[src/rtl/if_fetch_pkg.sv]
`default_nettype none
// +----------------------------------------------------------------------+
// | Module : if_fetch_pkg                                                |
// | Brief  : Shared types, reset polarity and fetch-FSM state encodings. |
// | Rev    : 1.0  initial release                                        |
// +----------------------------------------------------------------------+
package if_fetch_pkg;

    localparam logic RstEnable = 1'b1;

    typedef logic [31:0] inst_addr_t;
    typedef logic [31:0] inst_t;
    typedef logic [7:0]  byte_t;

    typedef enum logic [2:0] {
        IF_IDLE = 3'd0,
        IF_B0   = 3'd1,
        IF_B1   = 3'd2,
        IF_B2   = 3'd3,
        IF_B3   = 3'd4,
        IF_LAST = 3'd5
    } if_state_e;

    // Byte lane (and low address bits) fetched while in a byte-issue state.
    function automatic logic [1:0] byte_lane(input if_state_e s);
        case (s)
            IF_B1:   return 2'd1;
            IF_B2:   return 2'd2;
            IF_B3:   return 2'd3;
            default: return 2'd0;
        endcase
    endfunction

endpackage
`default_nettype wire

[src/rtl/if_fetch_if.sv]
`default_nettype none
// +----------------------------------------------------------------------+
// | Module : if_fetch_if                                                 |
// | Brief  : PC-side, pipeline-side and RAM-port signals of fetch stage. |
// | Rev    : 1.0  initial release                                        |
// +----------------------------------------------------------------------+
interface if_fetch_if;
    import if_fetch_pkg::*;

    inst_addr_t  pc_i;
    logic        pc_memreq_i;
    logic        flush_i;
    logic [5:0]  stall_i;
    logic        mem_req_o;
    inst_addr_t  mem_addr_o;
    logic        mem_grant_i;
    byte_t       mem_data_i;
    logic        busy_o;
    inst_t       inst_o;
    inst_addr_t  inst_pc_o;
    logic        inst_valid_o;

    modport slave (
        input  pc_i, pc_memreq_i, flush_i, stall_i, mem_grant_i, mem_data_i,
        output mem_req_o, mem_addr_o, busy_o, inst_o, inst_pc_o, inst_valid_o
    );

    modport master (
        output pc_i, pc_memreq_i, flush_i, stall_i, mem_grant_i, mem_data_i,
        input  mem_req_o, mem_addr_o, busy_o, inst_o, inst_pc_o, inst_valid_o
    );
endinterface
`default_nettype wire

[src/rtl/if_fetch_icache_dm.sv]
`default_nettype none
// +----------------------------------------------------------------------+
// | Module : icache_dm                                                   |
// | Brief  : Direct-mapped one-word-per-line instruction cache arrays.   |
// | Rev    : 1.0  initial release                                        |
// +----------------------------------------------------------------------+
module icache_dm
    import if_fetch_pkg::*;
#(
    parameter int LINES   = 64,
    parameter int INDEX_W = $clog2(LINES)
) (
    input  wire logic                  clk,
    input  wire logic                  rst,
    input  wire logic [INDEX_W-1:0]    rd_idx,
    input  wire logic [29-INDEX_W:0]   rd_tag,
    output      logic                  rd_hit,
    output      inst_t                 rd_data,
    input  wire logic                  we,
    input  wire logic [INDEX_W-1:0]    wr_idx,
    input  wire logic [29-INDEX_W:0]   wr_tag,
    input  wire inst_t                 wr_data
);
    localparam int c_tag_w = 30 - INDEX_W;

    logic [LINES-1:0]   r_valid;
    logic [c_tag_w-1:0] r_tag  [LINES];
    inst_t              r_data [LINES];

    always_ff @(posedge clk) begin
        if (rst == RstEnable) begin
            r_valid <= '0;
        end else if (we) begin
            r_valid[wr_idx] <= 1'b1;
        end
    end

    // Tag/data need no reset: a line is only consulted once its valid bit is set.
    always_ff @(posedge clk) begin
        if (we) begin
            r_tag[wr_idx]  <= wr_tag;
            r_data[wr_idx] <= wr_data;
        end
    end

    assign rd_hit  = r_valid[rd_idx] && (r_tag[rd_idx] == rd_tag);
    assign rd_data = r_data[rd_idx];

endmodule
`default_nettype wire

[src/rtl/if_fetch.sv]
`default_nettype none
// +----------------------------------------------------------------------+
// | Module : if_fetch                                                    |
// | Brief  : Instruction fetch with DM I-cache and byte-wide miss fill.  |
// | Rev    : 1.0  initial release                                        |
// +----------------------------------------------------------------------+
module if_fetch
    import if_fetch_pkg::*;
#(
    parameter int ICACHE_LINES = 64,
    parameter int INDEX_W      = $clog2(ICACHE_LINES)
) (
    input  wire logic  clk,
    input  wire logic  rst,
    if_fetch_if.slave  bus
);
    if_state_e   r_state;
    if_state_e   w_next_state;
    inst_addr_t  r_pc_q;
    inst_t       r_word;
    inst_t       r_inst;
    inst_addr_t  r_inst_pc;
    logic        r_inst_valid;
    logic        r_byte_pend;
    logic [1:0]  r_byte_lane;

    logic        w_busy;
    logic        w_accept;
    logic        w_hit;
    inst_t       w_rd_data;
    logic        w_cache_we;
    logic        w_mem_req;
    inst_addr_t  w_mem_addr;
    logic [1:0]  w_lane;
    logic        w_granted;
    inst_t       w_fill_word;
    logic        w_unused_bits;

    icache_dm #(
        .LINES   (ICACHE_LINES),
        .INDEX_W (INDEX_W)
    ) u_icache (
        .clk     (clk),
        .rst     (rst),
        .rd_idx  (bus.pc_i[INDEX_W+1:2]),
        .rd_tag  (bus.pc_i[31:INDEX_W+2]),
        .rd_hit  (w_hit),
        .rd_data (w_rd_data),
        .we      (w_cache_we),
        .wr_idx  (r_pc_q[INDEX_W+1:2]),
        .wr_tag  (r_pc_q[31:INDEX_W+2]),
        .wr_data (w_fill_word)
    );

    always_ff @(posedge clk) begin
        if (rst == RstEnable) begin
            r_state <= IF_IDLE;
        end else begin
            r_state <= w_next_state;
        end
    end

    always_comb begin
        w_next_state = r_state;
        w_mem_req    = 1'b0;
        w_mem_addr   = '0;
        w_lane       = 2'd0;
        w_cache_we   = 1'b0;
        w_accept     = 1'b0;
        w_busy       = !bus.flush_i &&
                       ((r_state != IF_IDLE) || (r_inst_valid && bus.stall_i[1]));

        case (r_state)
            IF_IDLE: begin
                if (bus.pc_memreq_i && !w_busy && !bus.flush_i) begin
                    w_accept = 1'b1;
                    if (!w_hit) begin
                        w_next_state = IF_B0;
                    end
                end
            end
            IF_B0, IF_B1, IF_B2, IF_B3: begin
                w_mem_req  = 1'b1;
                w_lane     = byte_lane(r_state);
                w_mem_addr = {r_pc_q[31:2], w_lane};
                if (bus.mem_grant_i) begin
                    case (r_state)
                        IF_B0:   w_next_state = IF_B1;
                        IF_B1:   w_next_state = IF_B2;
                        IF_B2:   w_next_state = IF_B3;
                        default: w_next_state = IF_LAST;
                    endcase
                end
            end
            IF_LAST: begin
                w_cache_we   = 1'b1;
                w_next_state = IF_IDLE;
            end
            default: w_next_state = IF_IDLE;
        endcase

        // A redirect overrides fill completion, hits and new accepts.
        if (bus.flush_i) begin
            w_next_state = IF_IDLE;
            w_accept     = 1'b0;
            w_cache_we   = 1'b0;
        end
    end

    assign w_granted   = w_mem_req && bus.mem_grant_i;
    assign w_fill_word = {bus.mem_data_i, r_word[23:0]};

    always_ff @(posedge clk) begin
        if (rst == RstEnable) begin
            r_pc_q       <= '0;
            r_word       <= '0;
            r_inst       <= '0;
            r_inst_pc    <= '0;
            r_inst_valid <= 1'b0;
            r_byte_pend  <= 1'b0;
            r_byte_lane  <= 2'd0;
        end else if (bus.flush_i) begin
            r_inst_valid <= 1'b0;
            r_byte_pend  <= 1'b0;
        end else begin
            r_byte_pend <= w_granted;
            r_byte_lane <= w_lane;
            if (r_byte_pend) begin
                r_word[{r_byte_lane, 3'b000} +: 8] <= bus.mem_data_i;
            end
            if (w_accept) begin
                r_pc_q <= {bus.pc_i[31:2], 2'b00};
            end
            if (w_accept && w_hit) begin
                r_inst       <= w_rd_data;
                r_inst_pc    <= {bus.pc_i[31:2], 2'b00};
                r_inst_valid <= 1'b1;
            end else if (w_cache_we) begin
                r_inst       <= w_fill_word;
                r_inst_pc    <= r_pc_q;
                r_inst_valid <= 1'b1;
            end else if (!(r_inst_valid && bus.stall_i[1])) begin
                r_inst_valid <= 1'b0;
            end
        end
    end

    assign bus.mem_req_o    = w_mem_req;
    assign bus.mem_addr_o   = w_mem_addr;
    assign bus.busy_o       = w_busy;
    assign bus.inst_o       = r_inst;
    assign bus.inst_pc_o    = r_inst_pc;
    assign bus.inst_valid_o = r_inst_valid;

    assign w_unused_bits = ^{bus.pc_i[1:0], bus.stall_i[5:2], bus.stall_i[0]};

endmodule
`default_nettype wire

[src/flat_wrapper.sv]
// flat-port wrapper written by rule: the top's interface ports become plain ports
module if_fetch_flat import if_fetch_pkg::*;
#(
    parameter int ICACHE_LINES = 64,
    parameter int INDEX_W      = $clog2(ICACHE_LINES)
)
  (clk, rst, bus_pc_i, bus_pc_memreq_i, bus_flush_i, bus_stall_i, bus_mem_grant_i, bus_mem_data_i, bus_mem_req_o, bus_mem_addr_o, bus_busy_o, bus_inst_o, bus_inst_pc_o, bus_inst_valid_o);
  if_fetch_if bus_i ();
  input  wire logic clk;
  input  wire logic rst;
  input wire logic [$bits(bus_i.pc_i)-1:0] bus_pc_i;
  input wire logic [$bits(bus_i.pc_memreq_i)-1:0] bus_pc_memreq_i;
  input wire logic [$bits(bus_i.flush_i)-1:0] bus_flush_i;
  input wire logic [$bits(bus_i.stall_i)-1:0] bus_stall_i;
  input wire logic [$bits(bus_i.mem_grant_i)-1:0] bus_mem_grant_i;
  input wire logic [$bits(bus_i.mem_data_i)-1:0] bus_mem_data_i;
  output wire logic [$bits(bus_i.mem_req_o)-1:0] bus_mem_req_o;
  output wire logic [$bits(bus_i.mem_addr_o)-1:0] bus_mem_addr_o;
  output wire logic [$bits(bus_i.busy_o)-1:0] bus_busy_o;
  output wire logic [$bits(bus_i.inst_o)-1:0] bus_inst_o;
  output wire logic [$bits(bus_i.inst_pc_o)-1:0] bus_inst_pc_o;
  output wire logic [$bits(bus_i.inst_valid_o)-1:0] bus_inst_valid_o;
  assign bus_i.pc_i = bus_pc_i;
  assign bus_i.pc_memreq_i = bus_pc_memreq_i;
  assign bus_i.flush_i = bus_flush_i;
  assign bus_i.stall_i = bus_stall_i;
  assign bus_i.mem_grant_i = bus_mem_grant_i;
  assign bus_i.mem_data_i = bus_mem_data_i;
  assign bus_mem_req_o = bus_i.mem_req_o;
  assign bus_mem_addr_o = bus_i.mem_addr_o;
  assign bus_busy_o = bus_i.busy_o;
  assign bus_inst_o = bus_i.inst_o;
  assign bus_inst_pc_o = bus_i.inst_pc_o;
  assign bus_inst_valid_o = bus_i.inst_valid_o;
  if_fetch #(.ICACHE_LINES(ICACHE_LINES), .INDEX_W(INDEX_W)) u_core (.clk(clk), .rst(rst), .bus(bus_i));
endmodule
[config.mk]
export PLATFORM = sky130hd
export DESIGN_NAME = if_fetch_flat
export DESIGN_NICKNAME = d
export VERILOG_FILES = /design/src/rtl/if_fetch_pkg.sv /design/src/rtl/if_fetch_if.sv /design/src/rtl/if_fetch_icache_dm.sv /design/src/rtl/if_fetch.sv /design/src/flat_wrapper.sv
export SDC_FILE = /design/constraint.sdc
export NUM_CORES = 2
export LEC_CHECK = 0
export CAP_MARGIN = 40
export CELL_PAD_IN_SITES_DETAIL_PLACEMENT = 0
export CELL_PAD_IN_SITES_GLOBAL_PLACEMENT = 1
export CORE_MARGIN = 2
export CORE_UTILIZATION = 43
export CTS_BUF_LIST = sky130_fd_sc_hd__clkbuf_8
export DETAILED_ROUTE_END_ITERATION = 12
export PLACE_DENSITY_LB_ADDON = 0.1
export SETUP_SLACK_MARGIN = 0.4
export SLEW_MARGIN = 30
export SYNTH_ARGS = -nofsm -noshare
export SYNTH_HDL_FRONTEND = slang
export SYNTH_HIERARCHICAL = 1
export SYNTH_SLANG_ARGS = --single-unit
[constraint.sdc]
create_clock -name clk -period 16.38 [get_ports clk]
set_clock_uncertainty 0.05 [all_clocks]
set_input_delay 3.276 -clock clk [delete_from_list [all_inputs] [get_ports clk]]
set_output_delay 3.276 -clock clk [all_outputs]
set_load 0.02 [all_outputs]
After elaboration in Yosys (flattened, before gate mapping)

Memories as Yosys holds them, arrays and structs flattened.
Cells that the tools add are included.

Flip-flop bits (word level): 197
Bits in writable memories: 3584
Input port bits: 51
Output and inout bits: 99
Logic and storage cells: 77
Memories kept: 2

Memory list:

| name                   | depth | bits a word | read ports | clocked after memory_dff | wr ports | RTL line                 | text |
|---|---|---|---|---|---|---|---|
| u_core.u_icache.r_data | 64    | 32          | 1          | 0                        | 1        | if_fetch_icache_dm.sv:28 | `inst_t r_data [LINES];` |
| u_core.u_icache.r_tag  | 64    | 24          | 1          | 0                        | 1        | if_fetch_icache_dm.sv:27 | `logic [c_tag_w-1:0] r_tag [LINES];` |

$add $sub $neg: 1
$lt $le $gt $ge: 3
Equal/unequal tests: 10
Shift operators: 2
Mux-type cells: 28
Bitwise operators: 2
Reduce and logical (&&, ||, !) cells: 20

Operator list:

| operator               | count |
|---|---|
| $mux 32                | 5 |
| $or 64x64->64          | 1 |
| $bwmux 32              | 1 |
| $shift 8x7->32 const A | 1 |
| $shiftx 8x7->32        | 1 |
| $eq 24x24->1           | 1 |
| $lt 6x7->1 const B     | 2 |
| $mux 1                 | 13 |
| $mux 3                 | 3 |
| $pmux 3 s3             | 1 |
| $logic_and 1x1->1      | 8 |
| $neg 5->7              | 1 |
| $bmux 1 s6             | 1 |
| $demux 1 s6            | 1 |
| $eq 3x2->1 const B     | 2 |
| $eq 3x3->1 const B     | 2 |
| $ge 6x1->1 const B     | 1 |
| $pmux 2 s3             | 1 |
| $pmux 3 s2             | 1 |
| $reduce_and 2->1       | 3 |
| $ne 2x2->1 const B     | 2 |
| $reduce_or 4->1        | 1 |
| $eq 3x1->1 const B     | 1 |
| $logic_not 3->1        | 1 |
| other kinds (10)       | 11 |

Depth between registers and ports, before layout

Depth in word-level cells: 12
Gate-level depth with buffers: 22
Depth with buffers taken out: 12

Modules after synthesis

The synthesis kept the hierarchy.

Modules (own cells, without submodules):

| module    | times used | cells each | area each (sq um) | sequential area each (sq um) |
|---|---|---|---|---|
| icache_dm | 1          | 5868       | 139206.0          | 108904.4 |
| if_fetch  | 1          | 702        | 5683.0            | 2462.4 |

Worst setup path after synthesis

OpenSTA, ideal clock, no wires.

Path kind: input-to-reg
From: in bus_flush_i
To: mem u_core/u_icache/r_data[29][0] in the netlist's numbering, enable pin
Setup time: 472 ps
Arrival time: 7031 ps
Data required time: 15858 ps
Setup slack: 8828 ps
Cell stages on the path: 7
Path buffers: 2
Cells stage by stage: nand4bb_1 -> clkbuf_1 -> inv_2 -> clkbuf_1 -> nor2b_1 -> nand3_1 -> nor2_1

Longest elaborated chain between the ends: 3

RTL lines:

| element                      | RTL line                 | text |
|---|---|---|
| start: declaration           | flat_wrapper.sv:13       | `input wire logic [$bits(bus_i.flush_i)-1:0] bus_flush_i;` |
| $mux 1                       | if_fetch.sv:103          | `if (bus.flush_i) begin` |
| named net u_core.w_cache_we  | if_fetch.sv:31           | `logic w_cache_we;` |
| $mux 1                       | if_fetch_icache_dm.sv:40 | `if (we) begin` |
| $mux 1 (not written as such) | if_fetch_icache_dm.sv:42 | `r_data[wr_idx] <= wr_data;` |
| end: declaration             | if_fetch_icache_dm.sv:28 |  |

The timed path passes the listed nets, and every way through them passes these cells.

Worst setup path in the final report

From: in bus_pc_i[3]
To: reg u_core.r_inst_pc[19], in the netlist u_core/bus.inst_pc_o[19]

Longest elaborated chain between the ends: 6
Elaborated cells on any way between the ends: 9
Those cells by class: eq/ne (1); mux (3); reduce/logical (4); memory (1)

RTL lines:

| element                                            | RTL line                 | text |
|---|---|---|
| start: declaration                                 | flat_wrapper.sv:11       | `input wire logic [$bits(bus_i.pc_i)-1:0] bus_pc_i;` |
| $mem_v2 64x24 / $bmux 1 s6 (equally long branches) | -                        |  |
| $eq 24x24->1 / $mux 1 (equally long branches)      | if_fetch_icache_dm.sv:46 | `assign rd_hit = r_valid[rd_idx] && (r_tag[rd_idx] == rd_tag);` |
| $logic_and 1x1->1 *                                | if_fetch_icache_dm.sv:46 |  |
| named net u_core.w_hit                             | if_fetch.sv:29           | `logic w_hit;` |
| $logic_and 1x1->1 *                                | if_fetch.sv:134          | `if (w_accept && w_hit) begin` |
| $reduce_bool 2->1 (no source line)                 | -                        |  |
| $reduce_and 2->1 (no source line)                  | -                        |  |
| end signal: assignment                             | if_fetch.sv:136          | `r_inst_pc <= {bus.pc_i[31:2], 2'b00};` |
| end signal: assignment                             | if_fetch.sv:140          | `r_inst_pc <= r_pc_q;` |
| end: declaration                                   | if_fetch.sv:22           | `inst_addr_t r_inst_pc;` |

Mark *: on every way through the listed nets, which the timed path passes. The rest lies on a longest branch. The select of a mux whose other input is x is not followed.
A chain may end at the register's enable or synchronous reset.

==> results.ini <==
[floorplanning]
chipHeight_um=584
dieArea_um2=342000
rows=213
coreArea_um2=336000
io_pins=150
initial_utilization_pct=43.1
fp.dieW_um=584

[sta]
fin_crit_sh_pct=61.2
final.setup.tns_ns=0
rsz0062_at_grt=false
max-slew-margin-rel_pct=32.6
timing.fmax_ghz=0.0997
final_hold_viol_count=0
worstMarginPinSlew_ns=1.01
hold_ws_ns=0.414
min_period_ns=10.03
setup_viol=0
drv_slew=0

[worst_setup_path]
worst-path-max-fanout=75
crit_chain=buf_8 -> buf_4 -> buf_4 -> mux4_2 -> mux2i_1 -> o22ai_1 -> nor3_1 -> a21oi_1 -> xor2_1 -> or4_1 -> nor4_1 -> and4_1 -> or4b_4 -> or3_4 -> buf_4 -> a311oi_1
worst_setup_path_start_kind=input pin
cp.arrival_ns=11.02
critPathCaptureType=register
cp.required_ns=17.37
crit_type=input pin to register
cpPeakStageDelay_ns=0.79
cp_common_cell=buf_4
slowest_stage=buf_4

[flow_run]
maxCapViolCount=0

[global_routing]
grt_pass1_wl_mm=632
grt_overflow=0
grt_pass1_vias=75800
track_usage_pct=27.1
grt_max_degree=102
antenna_found_initial=17

[clocking]
clock_latency_ns=1.25
cts_buffer_depth=4
clk_pin_slew_worst_paths_ns=0.06
numCtsBuffers=632
post_cts_buffers=0
cts_tree=done
hold_buffers=0
cts_max_level=6
root_buffer=clkbuf_8
cts_resized=0
clock_sinks=3771

[routing]
drt_pre_antenna_iters=6
route.detailed.drc=0
wl_per_cell_um=37.8
drt_iter0_drc=9340
met2WireLength_mm=222
wl_met3_mm=33.6
vias=75700
wl_mm=466
highest_layer=met4
antenna_left=0
wl_met1_mm=194
via_per_inst=6.15

[placement]
place_hpwl_mm=261
placement.io_buffers=140
placed_cell_area_um2=154000
dpl.cell_count=11200
place.gp.congestion=0.785

[synth]
async_flop_share_pct=0
synth-seq-cells=3771
yosysUniqueCellTypes=77
syn_inst=6570
ys_seq_area_share_pct=76.9
synth_flop_cell=edfxtp_1
ys_warn_count=6
synth_edf_count=3584
netlist_area_um2=145000
synth_area_per_cell_um2=22.1

[final_layout]
drive_gt1_share_pct=29.5
syn2layout_area_growth_pct=14.5
design_area_um2=166000
fin_util_pct=49.4
final_cells=12300
final_cell_mix=edfxtp_1, mux4_2, clkbuf_8
final_common_cell=edfxtp_1
nets=7354
fillerInstances=27300

[run_status]
status=complete, no violations

[power]
powerDensity_nw_per_um2=114
ir_drop_mv=0.0869
leakagePower_nw=49.2

[hold_path]
hp-class=register to register

## cell families after synthesis
family	synth area share, %
multiplexers	16.9
AND/OR/NAND/NOR	2.42
XOR/XNOR	0.151
flip-flops	76.9
AO/OA/AOI/OAI	2.14
other	0.00259
adder cells (fa/ha/maj)	0.0345
buffers and inverters	1.49
## critical path, delay by kind of cell
kind,cells,cell delay [ns]
and+or+nand+nor,6,3.17
buffers and inverters,4,2.48
muxes,2,0.78
AOI/OAI and AO/OA,3,0.75
xor gates and xnor gates,1,0.22
## layout make-up
type	count	area, um^2	share of cell area (%)
multi-input cells	2393	31900	19.2
flip-flops and latches	3771	111000	67.2
clock inverters	470	2320	1.40
well taps	4515	5650	3.41
diodes	5	12.5	0.00754
clock buffers	651	8960	5.40
repair buffers	493	5540	3.34
inverters	8	42.5	0.0256
## final timing paths
| kind | start | endpoint | slack [ns] | depth (start not counted) |
|---|---|---|---|---|
| max | bus_pc_i[3] | u_core/bus.inst_pc_o[19] | 6.35 | 16 |
| min reg2reg | u_core/u_icache/r_valid[6] | u_core/u_icache/r_valid[6] | 0.41 | 2 |
| max reg2reg | u_core/u_icache/r_tag[22][21] | u_core/bus.inst_pc_o[19] | 10.35 | 12 |
| min | u_core/u_icache/r_valid[6] | u_core/u_icache/r_valid[6] | 0.41 | 2 |
## registers in the layout, indices dropped and copies added, names as in the netlist
name and cells:
u_core/r_state 3, u_core/u_icache/r_tag 1536, u_core/u_icache/r_data 2048, u_core/r_byte_pend 1, u_core/u_icache/r_valid 64, u_core/bus.inst_valid_o 1, u_core/bus.inst_pc_o 30, u_core/r_pc_q 30
u_core/bus.inst_o 32, u_core/r_byte_lane 2, u_core/r_word 24
## power breakdown
group          switching, mW  internal, mW  total, mW
registers             0.0120          10.5       10.5
clock network           3.85          3.79       7.64
logic                  0.452         0.255      0.707
## stage by stage
step                      setup slack [ns]  power [mW]
final                                 6.35        18.8
after global routing                  6.29        19.4
after CTS                             6.63        19.0
after detailed placement              5.31        11.4
after global placement                5.36        11.4
after floorplan                       8.83        11.1
## layer usage
metal / GRT usage [%] / vias up
met5: 0 / -
met4: 9.50 / 0
met3: 3.99 / 725
met2: 42.8 / 3515
met1: 38.5 / 42000
li1: - / 29400
## synthesized netlist by cell type (27+ instances only)
master	count	area, um^2
o31ai_1	34	255
buf_2	112	561
nor4_1	70	438
o21ai_0	37	185
a311oi_1	66	578
o221ai_1	30	263
buf_4	30	225
a21oi_1	98	490
mux2i_1	137	1370
o22ai_1	39	244
buf_6	38	428
a22oi_1	35	263
and2_1	36	225
mux4_2	1016	22900
edfxtp_1	3584	108000
nand3_1	47	235
dfxtp_1	187	3740
nor2_1	224	841
nand4_1	35	219
buf_1	27	101
clkbuf_1	185	694
nand2_1	240	901
Power figures use the tool's default switching activity.
